**src/rtl/shift_pkg.sv**
```systemverilog
// Shared types and constants for the shift sequencer and its datapath.
package shift_pkg;

    typedef enum logic [1:0] {
        IDLE,
        SHIFT,
        DONE
    } state_t;

    localparam logic MODE_ARITH = 1'b0;
    localparam logic MODE_LOGIC = 1'b1;

endpackage

```
**src/rtl/right_shift_register.sv**
```systemverilog
// Single-position right shift register; no reset, the controller qualifies its output.
module right_shift_register
    import shift_pkg::*;
#(
    parameter int WIDTH = 16
) (
    input  logic             clk,
    input  logic             en,
    input  logic             mode,
    input  logic [WIDTH-1:0] d,
    output logic [WIDTH-1:0] q
);

    logic [WIDTH-1:0] shift_d;
    logic [WIDTH-1:0] shift_q;
    logic             fill;

    assign fill = (mode == MODE_ARITH) ? d[WIDTH-1] : 1'b0;

    always_comb begin
        shift_d = shift_q;
        if (en) begin
            shift_d = {fill, d[WIDTH-1:1]};
        end
    end

    always_ff @(posedge clk) begin
        shift_q <= shift_d;
    end

    assign q = shift_q;

endmodule

```
**src/rtl/shift_sequencer.sv**
```systemverilog
// Sequences a 1-bit right shift register to perform a 0..WIDTH position shift.
// Define STICKY_EN to add result_sticky (OR of all bits shifted out).
module shift_sequencer
    import shift_pkg::*;
#(
    parameter int WIDTH = 16,
    parameter int AMT_W = $clog2(WIDTH) + 1
) (
    input  logic             clk,
    input  logic             reset,
    input  logic             start_valid,
    output logic             start_ready,
    input  logic [WIDTH-1:0] start_data,
    input  logic [AMT_W-1:0] start_amt,
    input  logic             start_mode,
    output logic             result_valid,
    input  logic             result_ready,
    output logic [WIDTH-1:0] result_data,
`ifdef STICKY_EN
    output logic             result_sticky,
`endif
    output logic             busy
);

    state_t           state_d, state_q;
    logic [AMT_W-1:0] count_d, count_q;
    logic [WIDTH-1:0] data_d, data_q;
    logic             mode_d, mode_q;
    logic             bypass_d, bypass_q;
    logic [AMT_W-1:0] amt_sat;

    logic             sr_en;
    logic             sr_mode;
    logic [WIDTH-1:0] sr_in;
    logic [WIDTH-1:0] sr_out;

`ifdef STICKY_EN
    logic             sticky_d, sticky_q;
`endif

    // Shifting further than WIDTH gives the same result as WIDTH.
    assign amt_sat = (start_amt > AMT_W'(WIDTH)) ? AMT_W'(WIDTH) : start_amt;

    always_comb begin
        state_d  = state_q;
        count_d  = count_q;
        data_d   = data_q;
        mode_d   = mode_q;
        bypass_d = bypass_q;
        sr_en    = 1'b0;
        sr_mode  = mode_q;
        sr_in    = sr_out;
`ifdef STICKY_EN
        sticky_d = sticky_q;
`endif
        case (state_q)
            IDLE: begin
                sr_in   = start_data;
                sr_mode = start_mode;
                if (start_valid) begin
                    mode_d   = start_mode;
                    data_d   = start_data;
                    bypass_d = (amt_sat == '0);
`ifdef STICKY_EN
                    sticky_d = (amt_sat != '0) & start_data[0];
`endif
                    if (amt_sat == '0) begin
                        count_d = '0;
                        state_d = DONE;
                    end else begin
                        // The accepting edge already performs the first shift.
                        sr_en   = 1'b1;
                        count_d = amt_sat - AMT_W'(1);
                        state_d = (amt_sat == AMT_W'(1)) ? DONE : SHIFT;
                    end
                end
            end
            SHIFT: begin
                sr_en   = 1'b1;
                count_d = count_q - AMT_W'(1);
`ifdef STICKY_EN
                sticky_d = sticky_q | sr_out[0];
`endif
                if (count_q == AMT_W'(1)) begin
                    state_d = DONE;
                end
            end
            DONE: begin
                if (result_ready) begin
                    state_d = IDLE;
                end
            end
            default: state_d = IDLE;
        endcase
    end

    always_ff @(posedge clk) begin
        if (reset) begin
            state_q  <= IDLE;
            count_q  <= '0;
            data_q   <= '0;
            mode_q   <= MODE_ARITH;
            bypass_q <= 1'b0;
`ifdef STICKY_EN
            sticky_q <= 1'b0;
`endif
        end else begin
            state_q  <= state_d;
            count_q  <= count_d;
            data_q   <= data_d;
            mode_q   <= mode_d;
            bypass_q <= bypass_d;
`ifdef STICKY_EN
            sticky_q <= sticky_d;
`endif
        end
    end

    right_shift_register #(
        .WIDTH (WIDTH)
    ) u_sr (
        .clk  (clk),
        .en   (sr_en),
        .mode (sr_mode),
        .d    (sr_in),
        .q    (sr_out)
    );

    assign start_ready  = (state_q == IDLE);
    assign result_valid = (state_q == DONE);
    assign busy         = (state_q != IDLE);
    assign result_data  = (state_q != DONE) ? '0 : (bypass_q ? data_q : sr_out);
`ifdef STICKY_EN
    assign result_sticky = (state_q == DONE) & sticky_q;
`endif

endmodule

```
**config.mk**
```make
export PLATFORM = sky130hd
export DESIGN_NAME = shift_sequencer
export DESIGN_NICKNAME = d
export VERILOG_FILES = /design/src/rtl/shift_pkg.sv /design/src/rtl/right_shift_register.sv /design/src/rtl/shift_sequencer.sv
export SDC_FILE = /design/constraint.sdc
export NUM_CORES = 1
export LEC_CHECK = 0
export ABC_AREA = 1
export CAP_MARGIN = 20
export CORE_ASPECT_RATIO = 0.75
export CORE_MARGIN = 3
export CORE_UTILIZATION = 40
export CTS_CLUSTER_DIAMETER = 200
export DETAILED_ROUTE_END_ITERATION = 8
export GPL_TIMING_DRIVEN = 0
export PLACE_DENSITY = 0.65
export SLEW_MARGIN = 20
export SYNTH_ARGS = -nofsm -noshare
export SYNTH_HDL_FRONTEND = slang
export SYNTH_SLANG_ARGS = --single-unit
```
**constraint.sdc**
```tcl
create_clock -name clk -period 5.95 [get_ports clk]
set_clock_uncertainty 0.2 [all_clocks]
set_input_delay 1.785 -clock clk [delete_from_list [all_inputs] [get_ports clk]]
set_output_delay 1.785 -clock clk [all_outputs]
set_load 0.005 [all_outputs]
```
# Word level (Yosys, flattened, before mapping)
# Cells that the tools add are included.
# totals
register_bits,41
input_bits,26
# op_classes
eq_ne,8
addsub,2
reduce_logical,7
mux,17
magnitude_cmp,1
# ops
cell,count
16-bit two-way mux,3
5-bit two-way mux,3
5-bit by 1-bit equality test with 1-bit output (second input constant),2
2-bit two-way mux,5
5-bit one-hot mux with 2 select lines,1
5-bit by 1-bit subtractor with 5-bit output (second input constant),2
2-bit inequality test (second input constant),3
2-bit one-hot mux with 3 select lines,1
5-bit greater-than comparator (second input constant),1
5-bit logical NOT,1
2-bit AND reduction,2
2-bit nonzero test,2
1-bit two-way mux,3
3-bit AND reduction,1
2-bit by 1-bit equality test with 1-bit output (second input constant),1
2-bit equality test (second input constant),1
2-bit logical NOT,1
2-bit by 1-bit inequality test with 1-bit output (second input constant),1
1-bit one-hot mux with 2 select lines,1

# Depth between registers and ports, before layout
# logic_depth
word_depth,7
ltp_mapped,11
mapped_depth_nobuf,11

# Hierarchy
# A second synthesis with hierarchy kept.
# unflattened
hier_cells,286
hier_area_um2,2104.5
# modules_own_cells
module,instances,seq_area_each_um2,area_each_um2,cells_per_inst
shift_sequencer,1,500.5,1614.0,268
right_shift_register,1,480.5,490.5,18

# Worst setup path after synthesis
# Ideal clock, no wire load.
# synth_path
path_kind,input-to-reg
startpoint,input start_amt[2]
endpoint,"register u_sr.shift_q[0], in the netlist u_sr.q[0], enable pin"
t_arrival_ps,2901
path_stages,8
path_slack_ps,2477
path_cell_list,nor2_1 -> nand2_1 -> nand2_1 -> nand2_1 -> ha_1 -> nand3_1 -> nand2_2 -> nand2_1
# synth_via
elab_chain_len,6
# synth_rtl
item,line,source
start: declaration,shift_sequencer.sv:14,"input logic [AMT_W-1:0] start_amt,"
5-bit greater-than comparator,shift_sequencer.sv:42,assign amt_sat = (start_amt > AMT_W'(WIDTH)) ? AMT_W'(WIDTH) : start_amt;
5-bit two-way mux *,shift_sequencer.sv:42,
5-bit logical NOT *,shift_sequencer.sv:67,if (amt_sat == '0) begin
1-bit two-way mux *,shift_sequencer.sv:67,
1-bit two-way mux *,shift_sequencer.sv:60,if (start_valid) begin
1-bit one-hot mux with 2 select lines *,shift_sequencer.sv:56,case (state_q)
via sr_en,shift_sequencer.sv:32,logic sr_en;
end signal: assignment,right_shift_register.sv:28,shift_q <= shift_d;
end: declaration,right_shift_register.sv:15,logic [WIDTH-1:0] shift_q;
# The timed path passes the listed nets; every way through them passes the cells marked *.
# A chain may end at the register's enable or synchronous reset.

# Worst setup path in the final report
# layout_path
startpoint,input start_amt[2]
endpoint,"register u_sr.shift_q[1], in the netlist u_sr.q[1], enable pin"
# The elaborated chain is that of the path after synthesis.

==> flow_summary.ini <==
[clocking]
cts.path.max_buffers = 2
clk_pin_slew_ps = 80
cts_tree = built
cts.sinks = 41
cts_resized = 0
holdBufCountCts = 0
htree_num_levels = 2
post-cts-setup-buffers = 0
cts_inserted_buffers = 5
cts_root_buf = clkbuf_8
clkLatencyLatePin_ps = 290

[yosys]
synth-adder-area-share_pct = 2.39
synth_cell_types = 23
yosysWarningCount = 0
synth_top_cell_area_share_pct = 23.9
synth_area_mm2 = 0.00209
synth-simple-area-share_pct = 20.0
synth_ff_type = dfxtp_1
synth_xor_area_share_pct = 0.419
synth.area.mux_share_pct = 0
ys_ff_latch = 41
synthArstFlopShare_pct = 0
synth_seq_area_share_pct = 46.9
synthCells = 280
synth_most_common_cell = nand2_1
syn_avg_cell_area_um2 = 7.47
postSynthNetCount = 310
synth_compound_area_share_pct = 20.3
synth_top_area_cell = dfxtp_1
synthTopCellsByCount = 66 x nand2_1, 40 x o21ai_0, 37 x a21oi_1, 37 x inv_1, 25 x dfxtp_1
yosys-top-cells-area = dfxtp_1 24%, edfxtp_1 23%, nand2_1 12%
synth-edff-count = 16
synth_top_family_by_area = compound AO/OA/AOI/OAI gates

[worst_setup_path]
start_kind = primary input
required_ps = 5670
cp-end-kind = flop
crit_fanout = 16
arrival_ps = 3670
critPathKind = primary input to flop

[timing]
drv_slew = 0
finalCritPeriodShare_pct = 66.4
hold_ws_ps = 254
worst_slew_pin_slew_ps = 688
hold_viol_final = 0
fin_tns_setup_ps = 0
max_slew_margin_pct = 54.1
setup_viol = 0
fin_crit_ps = 3950
rsz0062_at_grt = no
max_freq_ghz = 0.253

[die]
initial_core_util_pct = 42.0
die_width_um = 89.5
fp.dieArea_mm2 = 0.00614
ios = 45
rows = 22
die_h_um = 68.6
core-area_mm2 = 0.00498

[worst_hold_path]
hold_class = flop to flop

[finish]
antennaDiodeCount = 0
finish.utilization_pct = 54.3
finish.instance_area_mm2 = 0.00270
drive_gt1_share_pct = 6.33
nFillCells = 508
nets = 361
syn2layout_area_growth_pct = 29.2

[status]
status = finished clean

[grt]
grt_use_total_pct = 17.9
gr-total-overflow = 0
antenna_found_initial = 0
grt_max_degree = 17
grt_pass1_vias = 1702
grt_pass1_wl_mm = 8.20

[placed_design]
place_hpwl_mm = 3.76
port_buffers = 44
place_area_mm2 = 0.00262
place.gp.congestion = 0.783

[drt]
wl_mm = 5.09
drc_errors = 0
drt_iter0_drc = 138
num_vias = 1889
drtAntennaViolNets = 0
wl_met2_mm = 2.04
dr.max_layer_used = met4
drt_first_pass_iters = 4
wl_met3_um = 340
routedWlPerCell_um = 12.6
vias_per_cell = 4.68
wl_met1_mm = 2.70

[pwr]
leakage_nw = 1.16
total_power_mw = 0.945
ir_worst_vdd_uv = 152
power_density_mw_per_mm2 = 350

[run]
maxCapViolCount = 0
layer usage:
layer	up-vias	global-route usage, %
met2	50	26.0
met3	2	5.34
met1	825	26.8
li1	1012	-
met5	-	0
met4	0	2.23
cells by family (layout without fill, tap and decap cells):
| logic type | Yosys count | after routing |
|---|---|---|
| DFF | 41 | 41 |
| buffers and inverters | 51 | 103 |
| and+or+nand+nor | 101 | 101 |
| xor gates and xnor gates | 1 | 1 |
| adders and majority gates | 4 | 4 |
| AOI/OAI and AO/OA | 82 | 82 |
state kept, by name, indices dropped and copies added, names as in the netlist:
register and cells:
bypass_q 1, count_q 5, data_q 16, mode_q 1, state_q 2, u_sr.q 16
worst max-delay path: stages:
cell             delay (ps)
clkdlybuf4s50_1         440
nor2_1                  210
nand2_1                 100
nand2_1                  80
nand2_1                  90
ha_1                    210
nand3_1                 160
nand2_2                  80
nand2_1                 510
power by group:
| group | leakage (nW) | switching (mW) | internal (mW) | total, mW |
|---|---|---|---|---|
| clock network | 0.0430 | 0.0938 | 0.0791 | 0.173 |
| registers | 0.365 | 0.0393 | 0.390 | 0.429 |
| logic | 0.752 | 0.210 | 0.133 | 0.343 |
| total | 1.16 | 0.343 | 0.603 | 0.945 |
through the flow:
stage          instances  setup slack [ps]
6_report             404              2000
5_1_grt              404              1840
4_1_cts              404              2000
3_5_place_dp         396              1700
3_3_place_gp         396              1690
2_1_floorplan        280              2480
layout by cell type (no fill, tap or decap), drive strengths merged:
cell type and n:
a211oi 1, a21boi 1, a21oi 37, buf 6
clkbuf 10, clkdlybuf4s50 44, clkinv 3, dfxtp 25
edfxtp 16, ha 4, inv 40, nand2 68
nand3 12, nor2 21, o21ai 42, o22ai 1
xor2 1
path summary, 6_finish.rpt:
path | depth (start not counted) | endpoint | start | slack, ps
max reg2reg | 5 | u_sr.q[1] | state_q[0] | 3900
min | 2 | data_q[9] | data_q[9] | 250
max | 9 | u_sr.q[1] | start_amt[2] | 2000
min reg2reg | 2 | data_q[9] | data_q[9] | 250
area by class of cell:
| type | count | area (um^2) | share of cell area [%] |
|---|---|---|---|
| Sequential cell | 41 | 981 | 36.3 |
| Clock inverter | 3 | 12.5 | 0.463 |
| Buffer | 11 | 57.6 | 2.13 |
| Timing Repair Buffer | 44 | 440 | 16.3 |
| Inverter | 40 | 150 | 5.55 |
| Multi-Input combinational cell | 188 | 903 | 33.4 |
| Tap cell | 72 | 90.1 | 3.33 |
| Clock buffer | 5 | 68.8 | 2.55 |
(Power assumes the default switching activity.)
==> patch: new RTL, same flow settings <==
Add an input register stage for `start_mode`, without a reset; this delays it by one clock. The other inputs are not delayed to match.
--- a/src/rtl/shift_sequencer.sv
+++ b/src/rtl/shift_sequencer.sv
@@ -23,2 +23,8 @@
 );
+
+    logic start_mode_q;
+
+    always_ff @(posedge clk) begin
+        start_mode_q <= start_mode;
+    end
 
@@ -58,5 +64,5 @@
                 sr_in   = start_data;
-                sr_mode = start_mode;
+                sr_mode = start_mode_q;
                 if (start_valid) begin
-                    mode_d   = start_mode;
+                    mode_d   = start_mode_q;
                     data_d   = start_data;
Behaviour: not the same (Yosys sat finds a counterexample within 4 cycles, from zero or initial values and one cycle with reset high).
==> patch against the original RTL <==
Final area is 0.74% higher. Sequential cell count is 1 higher. Hold slack better by 0.0024 ns. Register-to-register slack better by 0.02 ns. Routed wire length is 4.0% higher. Final cell count is 0.25% higher. Total power is 1.5% higher. Non-clock buffer count stayed put. Setup slack worse by 0.017 ns. Area after synthesis is 0.96% higher. Critical endpoint is now result_data[14]. Largest power group unchanged.
==> patch: results (changes against the original RTL) <==
Status -> finished clean (unchanged)
Fillers -> 508 (unchanged)
I/O Buffers -> 44 (unchanged)
Worst relative slew slack -> 0.5533 (was 0.5405)
Dpl cells -> 397 (was 396)
Vias per cell -> 4.837 (was 4.676)
Post-Place Cell Area -> 0.002643 mm^2 (was 0.002623 mm^2)
Clock latency on the worst-skew pair -> 0.30 ns
DR vias -> 1959 (was 1889)
Iteration-0 DRC Markers -> 116 (was 138)
Synth Instances -> 281 (was 280)
Leak pwr -> 1.169 nW (was 1.160 nW)
GRT Overall Usage -> 0.1801 (was 0.1788)
Dpl hpwl -> 3.823 mm (was 3.762 mm)
Worst vdd ir -> 0.0002020 V (was 0.0001520 V)
Share of cells above drive strength 1 -> 0.06306 (was 0.06325)
Top cells by area, synth -> dfxtp_1, edfxtp_1, nand2_1 (unchanged)
Number of global-route vias before repair -> 1741 (was 1702)
Dpl ws -> 1.707 ns (was 1.699 ns)
First-pass GRT wire length -> 8.756 mm (was 8.204 mm)
Crit-path max FO -> 10 (was 16)
Crit path max-delay family -> buffers and inverters (was simple AND/OR/NAND/NOR gates)
Commonest cells post-synth -> nand2_1, o21ai_0, a21oi_1, inv_1, dfxtp_1 (unchanged)
Largest net degree at the start of global routing -> 17 (unchanged)
Syn Nets -> 311 (was 310)
Worst-path clk slew -> 0.08 ns (about the same)
WL/cell -> 13.08 um (was 12.60 um)
Slowest stage cell on the critical path -> clkdlybuf4s50_1 (was nand2_1)
Final nets -> 362 (was 361)
Placer congestion estimate -> 0.7996 (was 0.7831)
Arrival @ worst endpoint -> 1.98 ns (was 3.67 ns)
EDFF count, synth -> 16 (unchanged)
Post-synthesis sequential area ratio -> 0.4739 (was 0.4689)
==> patch: worst paths after layout <==
check / slack [ns] / from / cells past startpoint / end
max: 1.98 / state_q[1] / 6 / result_data[14]
min: 0.26 / data_q[10] / 2 / data_q[10]
min reg2reg: 0.26 / data_q[10] / 2 / data_q[10]
max reg2reg: 3.92 / state_q[0] / 5 / u_sr.q[1]
==> patch: area by class of cell <==
type / count / area [um^2] / area share
repair buffers: 44 / 440.4 / 0.1617
flip-flops and latches: 42 / 1001 / 0.3675
clock buffers: 6 / 72.57 / 0.02664
plain buffers: 11 / 57.56 / 0.02113
multi-input cells: 188 / 903.4 / 0.3316
inverters: 40 / 150.1 / 0.05512
well taps: 72 / 90.09 / 0.03307
clock inverters: 2 / 8.758 / 0.003215
==> patch: routing by layer <==
metal	track usage	vias up	part of all wire
met5	0	-	0
met4	0.05153	0	0.0074
met3	0.04664	5	0.064
met2	0.2575	59	0.42
met1	0.2665	874	0.51
li1	-	1021	-
==> patch: power by group <==
part | internal, mW | leakage [nW] | switching, mW
logic | 0.134 | 0.752 | 0.213
clock network | 0.0808 | 0.0426 | 0.0968
registers | 0.397 | 0.374 | 0.0389
==> patch: worst register-to-register path: cells and delay by family, from the launching register on <==
family / cells / cell delay, ns
and+or+nand+nor: 4 / 0.99
DFF: 1 / 0.38
buffers and inverters: 1 / 0.11
==> patch: kinds of logic after synthesis <==
| logic type | count (synthesis) | share of synthesized area |
|---|---|---|
| AO/OA/AOI/OAI | 82 | 0.2014 |
| XOR/XNOR | 1 | 0.004148 |
| adder cells (fa/ha/maj) | 4 | 0.02370 |
| buffers and inverters | 51 | 0.09834 |
| flip-flops | 42 | 0.4739 |
| AND/OR/NAND/NOR | 101 | 0.1985 |
